===== config.mk =====
export PLATFORM = sky130hd
export DESIGN_NAME = serial_to_parallel_framer
export DESIGN_NICKNAME = d
export VERILOG_FILES = /design/src/rtl/serial_to_parallel_framer.sv
export SDC_FILE = /design/constraint.sdc
export NUM_CORES = 1
export LEC_CHECK = 0
export ABC_CLOCK_PERIOD_IN_PS = 2500
export CAP_MARGIN = 20
export CORE_MARGIN = 2
export CORE_UTILIZATION = 51
export DETAILED_ROUTE_END_ITERATION = 8
export PLACE_DENSITY_LB_ADDON = 0.3
export SYNTH_ARGS = -nofsm -noshare
export SYNTH_HDL_FRONTEND = slang
export SYNTH_SLANG_ARGS = --single-unit

===== constraint.sdc =====
create_clock -name clk -period 2.5 [get_ports clk]
set_input_delay 0.25 -clock clk [delete_from_list [all_inputs] [get_ports clk]]
set_output_delay 0.25 -clock clk [all_outputs]
set_load 0.01 [all_outputs]

===== src/rtl/serial_to_parallel_framer.sv =====
// Framed serial-to-parallel collector with valid/ready output and sticky overrun flag.
// Optional even-parity bit per frame when PARITY_CHECK_EN is defined.
module serial_to_parallel_framer #(
  parameter int W         = 4,
  parameter bit MSB_FIRST = 1'b1
) (
  input  logic         clk,
  input  logic         rst_n,
  input  logic         ser_in,
  input  logic         ser_valid,
  output logic [W-1:0] out_data,
  output logic         out_valid,
  input  logic         out_ready,
  output logic         busy,
  output logic         overrun,
  input  logic         clr_ovr,
  output logic         parity_err
);

  localparam int CNT_W = $clog2(W) + 1;

  typedef enum logic [1:0] {
    S_IDLE,
    S_SHIFT,
`ifdef PARITY_CHECK_EN
    S_PARITY,
`endif
    S_HOLD
  } state_t;

  state_t           r_state, w_state_nxt;
  logic [W-1:0]     r_shift, w_shift_nxt, w_shift_in;
  logic [CNT_W-1:0] r_bit_cnt, w_cnt_nxt;
  logic [W-1:0]     r_out_data, w_data_nxt;
  logic             r_out_valid, w_valid_nxt;
  logic             r_busy, w_busy_nxt;
  logic             r_overrun, w_ovr_set;
  logic             w_last_bit;
`ifdef PARITY_CHECK_EN
  logic             r_parity_err, w_perr_nxt;
`endif

  always_comb begin
    w_shift_in = '0;
    if (MSB_FIRST) w_shift_in = {r_shift[W-2:0], ser_in};
    else           w_shift_in = {ser_in, r_shift[W-1:1]};
  end

  assign w_last_bit = (r_bit_cnt == CNT_W'(W - 1));

  always_comb begin
    w_state_nxt = r_state;
    w_shift_nxt = r_shift;
    w_cnt_nxt   = r_bit_cnt;
    w_data_nxt  = r_out_data;
    w_valid_nxt = r_out_valid;
    w_ovr_set   = 1'b0;
`ifdef PARITY_CHECK_EN
    w_perr_nxt  = r_parity_err;
`endif
    case (r_state)
      S_IDLE: begin
        if (ser_valid && ser_in) begin
          w_state_nxt = S_SHIFT;
          w_cnt_nxt   = '0;
          w_shift_nxt = '0;
        end
      end
      S_SHIFT: begin
        if (ser_valid) begin
          w_shift_nxt = w_shift_in;
          w_cnt_nxt   = r_bit_cnt + CNT_W'(1);
          if (w_last_bit) begin
`ifdef PARITY_CHECK_EN
            w_state_nxt = S_PARITY;
`else
            w_state_nxt = S_HOLD;
            w_data_nxt  = w_shift_in;
            w_valid_nxt = 1'b1;
`endif
          end
        end
      end
`ifdef PARITY_CHECK_EN
      S_PARITY: begin
        if (ser_valid) begin
          w_state_nxt = S_HOLD;
          w_data_nxt  = r_shift;
          w_valid_nxt = 1'b1;
          w_perr_nxt  = ^{r_shift, ser_in};
        end
      end
`endif
      S_HOLD: begin
        if (out_ready) begin
          w_valid_nxt = 1'b0;
          w_state_nxt = S_IDLE;
        end
        // A start bit coinciding with the transfer begins the next frame; any other strobe here is lost.
        if (ser_valid) begin
          if (out_ready && ser_in) begin
            w_state_nxt = S_SHIFT;
            w_cnt_nxt   = '0;
            w_shift_nxt = '0;
          end else begin
            w_ovr_set = 1'b1;
          end
        end
      end
      default: w_state_nxt = S_IDLE;
    endcase
  end

  always_comb begin
    w_busy_nxt = (w_state_nxt == S_SHIFT);
`ifdef PARITY_CHECK_EN
    if (w_state_nxt == S_PARITY) w_busy_nxt = 1'b1;
`endif
  end

  always_ff @(posedge clk or negedge rst_n) begin
    if (!rst_n) begin
      r_state     <= S_IDLE;
      r_shift     <= '0;
      r_bit_cnt   <= '0;
      r_out_data  <= '0;
      r_out_valid <= 1'b0;
      r_busy      <= 1'b0;
      r_overrun   <= 1'b0;
    end else begin
      r_state     <= w_state_nxt;
      r_shift     <= w_shift_nxt;
      r_bit_cnt   <= w_cnt_nxt;
      r_out_data  <= w_data_nxt;
      r_out_valid <= w_valid_nxt;
      r_busy      <= w_busy_nxt;
      if (w_ovr_set)    r_overrun <= 1'b1;
      else if (clr_ovr) r_overrun <= 1'b0;
    end
  end

`ifdef PARITY_CHECK_EN
  always_ff @(posedge clk or negedge rst_n) begin
    if (!rst_n) r_parity_err <= 1'b0;
    else        r_parity_err <= w_perr_nxt;
  end
  assign parity_err = r_parity_err;
`else
  assign parity_err = 1'b0;
`endif

  assign out_data  = r_out_data;
  assign out_valid = r_out_valid;
  assign busy      = r_busy;
  assign overrun   = r_overrun;

endmodule


==> impl_metrics.toml, run 1 <==
[power_and_ir_drop]
leakage_nw = 0.4134
power_mw = 0.9134
ir_drop_uv = 507.4
cellPowerDensity_nw_per_um2 = 1090

[sta]
timing.hold.ws_ns = 0.3552
slew_viol_final = 0
fin_worst_skew_ns = 0.0007792
setup_viol = 0
worstMarginPinSlew_ns = 0.6439
hold_viol = 0
min_period_over_period_pct = 57.93
setup_tns_ns = 0
maxSlewHeadroom_pct = 56.94
grt_setup_unrepaired = "false"
fin_crit_ns = 1.448
clock.fmax_mhz = 690.5

[global_routing]
grt_pass1_vias = 435
grt_pass1_wl_um = 1849
antenna_found_initial = 0
grt_use_total_pct = 18.31
grt_max_degree = 16
grt_overflow = 0

[layout]
n_antenna_cell = 0
layout.nets = 75
nFillCells = 103
drive_gt1_share_pct = 22.73
seqCellArea_um2 = 375.4
multi_input_area_um2 = 279.0
area_growth_syn_to_layout_pct = 21.16

[setup_path]
critical_path.top_delay_family = "buffers and inverters"
r2r_slack_ns = 1.09
cp.required_ns = 2.25
cpPeakStageDelay_ns = 0.55
reg2reg_depth = 4
crit_path_start_kind = "flip-flop"
critical_path_class = "reg -> out"
crit_slowest_cell = "clkdlybuf4s50_1"
crit_arrival_ns = 1.20
cp_max_fo = 2
crit_chain = "clkdlybuf4s50_1"
path_buf_inv = 1
cp-end-kind = "primary output"
rr_endpoint = "out_data[1]"
r2r-start = "r_bit_cnt[0]"

[clock_tree]
clock_latency_ns = 0.28
numCtsBuffers = 3
cts.clk_slew.worst_paths_ns = 0.08
hold_buffers = 0
cts_sinks = 15
postCtsSetupBuffers = 0
root_buffer = "clkbuf_4"
ctsResizeCount = 0
htree_levels = 1
cts_buffer_depth = 2
cts_tree = "built"

[floorplanning]
core_um2 = 1285
die_height_um = 40.84
die_area_um2 = 1668
die_width_um = 40.84
boundaryPins = 14
start_util_pct = 53.85
num_rows = 13

[synth]
ys_types = 21
ys_async_sr_fraction_pct = 100.0
yosysWarnings = 0
yosys_register_bits = 15
synth.largest_area_cell = "dfrtp_1"
synth_area_um2 = 691.9
syn_area_per_cell_um2 = 13.31
synth_commonest_cells = "dfrtp_1, a22o_2, inv_1, mux2_4"
yosysMostFrequentCell = "dfrtp_1"
ys_seq_area_share_pct = 54.25
synth_edf_count = 0
synthTopCellsByArea = "dfrtp_1, mux2_4, a22o_2, ha_1, a21o_1"
syn_nets = 60
synth_flop_cell = "dfrtp_1"
netlist_instances = 52
synth_top_area_share_pct = 54.25

[drt]
drtIter0Drc = 3
drc = 0
route.detailed.vias_per_inst = 5.296
wl_per_cell_um = 14.15
via_count = 429
routed_wl_um = 1146
dr.pass1.iters = 4
ant_nets = 0

[flow_run]
drv_cap = 0

[placement]
place_congestion = 0.8053
io_buffers = 12

[worst_hold_path]
hold_class = "in -> async"

[run_status]
run_status = "finished clean"
[layout make-up]
class,count,area share [%]
tap,15,2.239
inverter,5,2.239
sequential,15,44.78
multi-input combinational,30,33.28
clock buffer,4,3.134
timing repair buffer,12,14.33
[per-stage QoR]
| step | area (um^2) | utilization (%) | std cells | setup WS [ns] |
|---|---|---|---|---|
| 5_1_grt | 838.3 | 65.24 | 81 | 0.9925 |
| 6_report | 838.3 | 65.24 | 81 | 1.052 |
| 2_1_floorplan | 691.9 | - | 52 | 1.184 |
| 3_5_place_dp | 812.0 | 63.19 | 77 | 0.8804 |
| 4_1_cts | 838.3 | 65.24 | 81 | 1.028 |
| 3_3_place_gp | 812.0 | 63.19 | 77 | 0.9370 |
[power by group]
part | leakage [nW] | switching [mW] | internal (mW)
clock | 0.0150 | 0.0762 | 0.0621
sequential | 0.190 | 0.0651 | 0.341
combinational | 0.209 | 0.138 | 0.231
total | 0.413 | 0.279 | 0.634
[registers in the layout, indices dropped and copies added (netlist names)]
register and flops:
overrun 1, r_bit_cnt 3, out_data 4, busy 1, out_valid 1, r_shift 3, r_state 2
[worst max path at each step]
stage	from	to	slack, ns	cells past startpoint
floorplan	r_bit_cnt[0]	out_data[0]	1.18	4
CTS	out_data[1]	out_data[1]	1.03	1
global route	overrun	overrun	0.99	1
global placement	ser_valid	r_bit_cnt[0]	0.94	4
detailed placement	ser_valid	r_bit_cnt[0]	0.88	4
finish	out_data[1]	out_data[1]	1.05	1
[kinds of logic (layout without fill, tap and decap cells)]
| logic type | Yosys count | in the layout | synth area share, % |
|---|---|---|---|
| AO/OA/AOI/OAI | 13 | 13 | 15.55 |
| AND/OR/NAND/NOR | 9 | 9 | 9.766 |
| flip-flops | 15 | 15 | 54.25 |
| multiplexers | 5 | 5 | 10.85 |
| buffers and inverters | 7 | 21 | 5.426 |
| adder cells (fa/ha/maj) | 2 | 2 | 3.616 |
| other | 1 | 1 | 0.5420 |
[metal layers]
layer  vias to the layer above  part of all wire (%)  global-route usage (%)
met5                         -                     0                       0
met4                         0                   1.7                   12.50
met3                         2                   5.8                   6.522
met2                        12                    46                   26.95
met1                       207                    47                   22.07
li1                        208                     -                       -
[cells in the final DEF, fill, tap and decap left out, types with 2 or more instances in the layout]
master / instances
dfrtp_1: 15
clkdlybuf4s50_1: 12
inv_1: 5
a22o_2: 5
mux2_4: 5
nand2_1: 3
a21o_1: 3
clkbuf_4: 3
ha_1: 2
No activity file was read; power rests on OpenSTA's default activity.
==> run 2, diff against run 1 <==
ABC_CLOCK_PERIOD_IN_PS = 1200   (was 2500)
CORE_UTILIZATION = 43   (was 51)
clock period = 1.2 ns   (was 2.5 ns; I/O delays follow)
==> run 2 against run 1 <==
- the run now ends with negative setup slack left
- clock-buffer cell count shrank 1
- setup slack worse by 1.1 ns
- highest routed layer unchanged
- first-iteration DRC count rose by 33%
- sequential share of layout area decreased by 5.2 points
- critical path type is now reg -> reg
==> impl_metrics.toml, run 2 (synthesis results as in run 1) <==
[sta]
fin_worst_skew_ns = 0.005359
grt_setup_unrepaired = "true"
setup_viol = 7
min_period_over_period_pct = 105.8
hold_viol = 0
fin_crit_ns = 1.270
slew_viol_final = 0
setup_slack_ns = -0.06992
clock.fmax_mhz = 787.4

[layout]
n_antenna_cell = 0
fin_cells = 91
layout_common_cells = "dfrtp_1, buf_4, dlygate4sd2_1, mux2_4, clkdlybuf4s50_1"
utilization_pct = 62.96
area_growth_syn_to_layout_pct = 37.07
layout.nets = 84
drive_gt1_share_pct = 42.67
final_common_cell = "dfrtp_1"
largest_reg_flops = 4

[placement]
dpl_worst_slack_ns = -0.2049
place_congestion = 0.7975
place_hpwl_um = 813.3
io_buffers = 12
dp.cells = 86

[power_and_ir_drop]
power_frac_seq_pct = 42.0
power_mw = 2.023
switching_share_pct = 30.89
leakage_nw = 0.4898
cellPowerDensity_nw_per_um2 = 2133
ir_drop_uv = 1345
pwr-share-comb_pct = 44.1
power_frac_clock_pct = 13.9
p_sw_mw = 0.6250
power.internal_mw = 1.398

[setup_path]
critical_path_class = "reg -> reg"
cp.required_ns = 1.38
rr_endpoint = "out_data[3]"
r2r_slack_ns = -0.07
cp_max_fo = 5
crit_arrival_ns = 1.45
reg2reg_depth = 4
cp-end-kind = "flip-flop"
crit_path_start_kind = "flip-flop"
r2r-start = "r_bit_cnt[0]"

[drt]
wl_per_cell_um = 11.97
drt-met1-wl_um = 560
met3_length_um = 66
route.detailed.vias_per_inst = 4.890
dr.pass1.iters = 3
wl_met2_um = 447
drtIter0Drc = 4
via_count = 445
routed_wl_um = 1089
ant_nets = 0
drc = 0
top_layer_used = "met4"

[clock_tree]
numCtsBuffers = 3
htree_levels = 1
cts_buffer_depth = 2
clock_latency_ns = 0.28
hold_buffers = 0
cts_sinks = 15
cts_tree = "built"
cts.clk_slew.worst_paths_ns = 0.09
root_buffer = "clkbuf_4"

[floorplanning]
start_util_pct = 45.93
boundaryPins = 14
die_height_um = 44.12
die_width_um = 44.12
die_area_um2 = 1946
num_rows = 14
core_um2 = 1506

[run_status]
run_status = "finished, violations left"
failed_checks = "negative setup slack"

[global_routing]
grt_pass1_vias = 435
grt_pass1_wl_um = 1904
grt_use_total_pct = 13.56
grt_max_degree = 16
antenna_found_initial = 0
grt_overflow = 0

[worst_hold_path]
hold_class = "in -> async"

[flow_run]
drv_cap = 0
[run 2: cell count changes in the layout (fill, tap and decap cells not counted), moves of 2 or more]
cell and delta:
buf_4 +9, clkdlybuf4s50_1 -7, dlygate4sd2_1 +7, ha_1 -2, ha_4 +2
[run 2: how the worst max path moves through the flow]
stage / from / to / cells after the start
after floorplan: r_bit_cnt[0] / out_data[0] / 4
after global placement: ser_valid / out_data[3] / 4
after detailed placement: ser_valid / r_bit_cnt[0] / 4
after CTS: r_bit_cnt[0] / out_data[3] / 4
after global routing: r_bit_cnt[0] / out_data[3] / 4
final: r_bit_cnt[0] / out_data[3] / 4
[run 2: power by group through the flow]
stage / Combinational, mW / Sequential, mW / Clock (mW)
floorplan: 0.513 / 0.874 / 0
CTS: 0.834 / 0.834 / 0.292
finish: 0.891 / 0.850 / 0.282
detailed placement: 0.881 / 0.848 / 0
global placement: 0.862 / 0.845 / 0
global route: 0.977 / 0.879 / 0.331
[run 2: stage by stage]
step	instance area [um^2]	TNS, ns	hold slack, ns
6_report	948.4	-0.3062	0.1397
5_1_grt	948.4	-0.7111	0.1409
4_1_cts	907.1	-0.3653	0.1452
3_5_place_dp	888.4	-1.948	0.4538
3_3_place_gp	888.4	-1.482	0.4533
2_1_floorplan	706.9	-0.2113	-0.1756
[run 2: layer usage]
layer / up-vias / global-route usage [%]
met3: 2 / 6.531
met2: 11 / 17.94
met1: 203 / 19.74
li1: 229 / -
met5: - / 0
met4: 0 / 3.636
[run 2: critical path, cell delays in order, from the launching register on]
cell and delay, ns:
dfrtp_1 0.42, ha_4 0.18, ha_4 0.17, nand3_4 0.10, mux2_4 0.30
[run 2: timing repair]
action                     CTS  global route
resized for setup            8             6
setup endpoints to repair   13            14
gates cloned                 0             0
setup buffers                0             1
pin swaps                    1             0
[run 2: final cells by class]
class / count / area, um^2
fillers: 127 / 558.0
flip-flops and latches: 15 / 375.4
multi-input cells: 30 / 327.8
repair buffers: 21 / 178.9
clock buffers: 3 / 22.52
well taps: 16 / 20.02
inverters: 5 / 18.77
clock inverters: 1 / 5.005
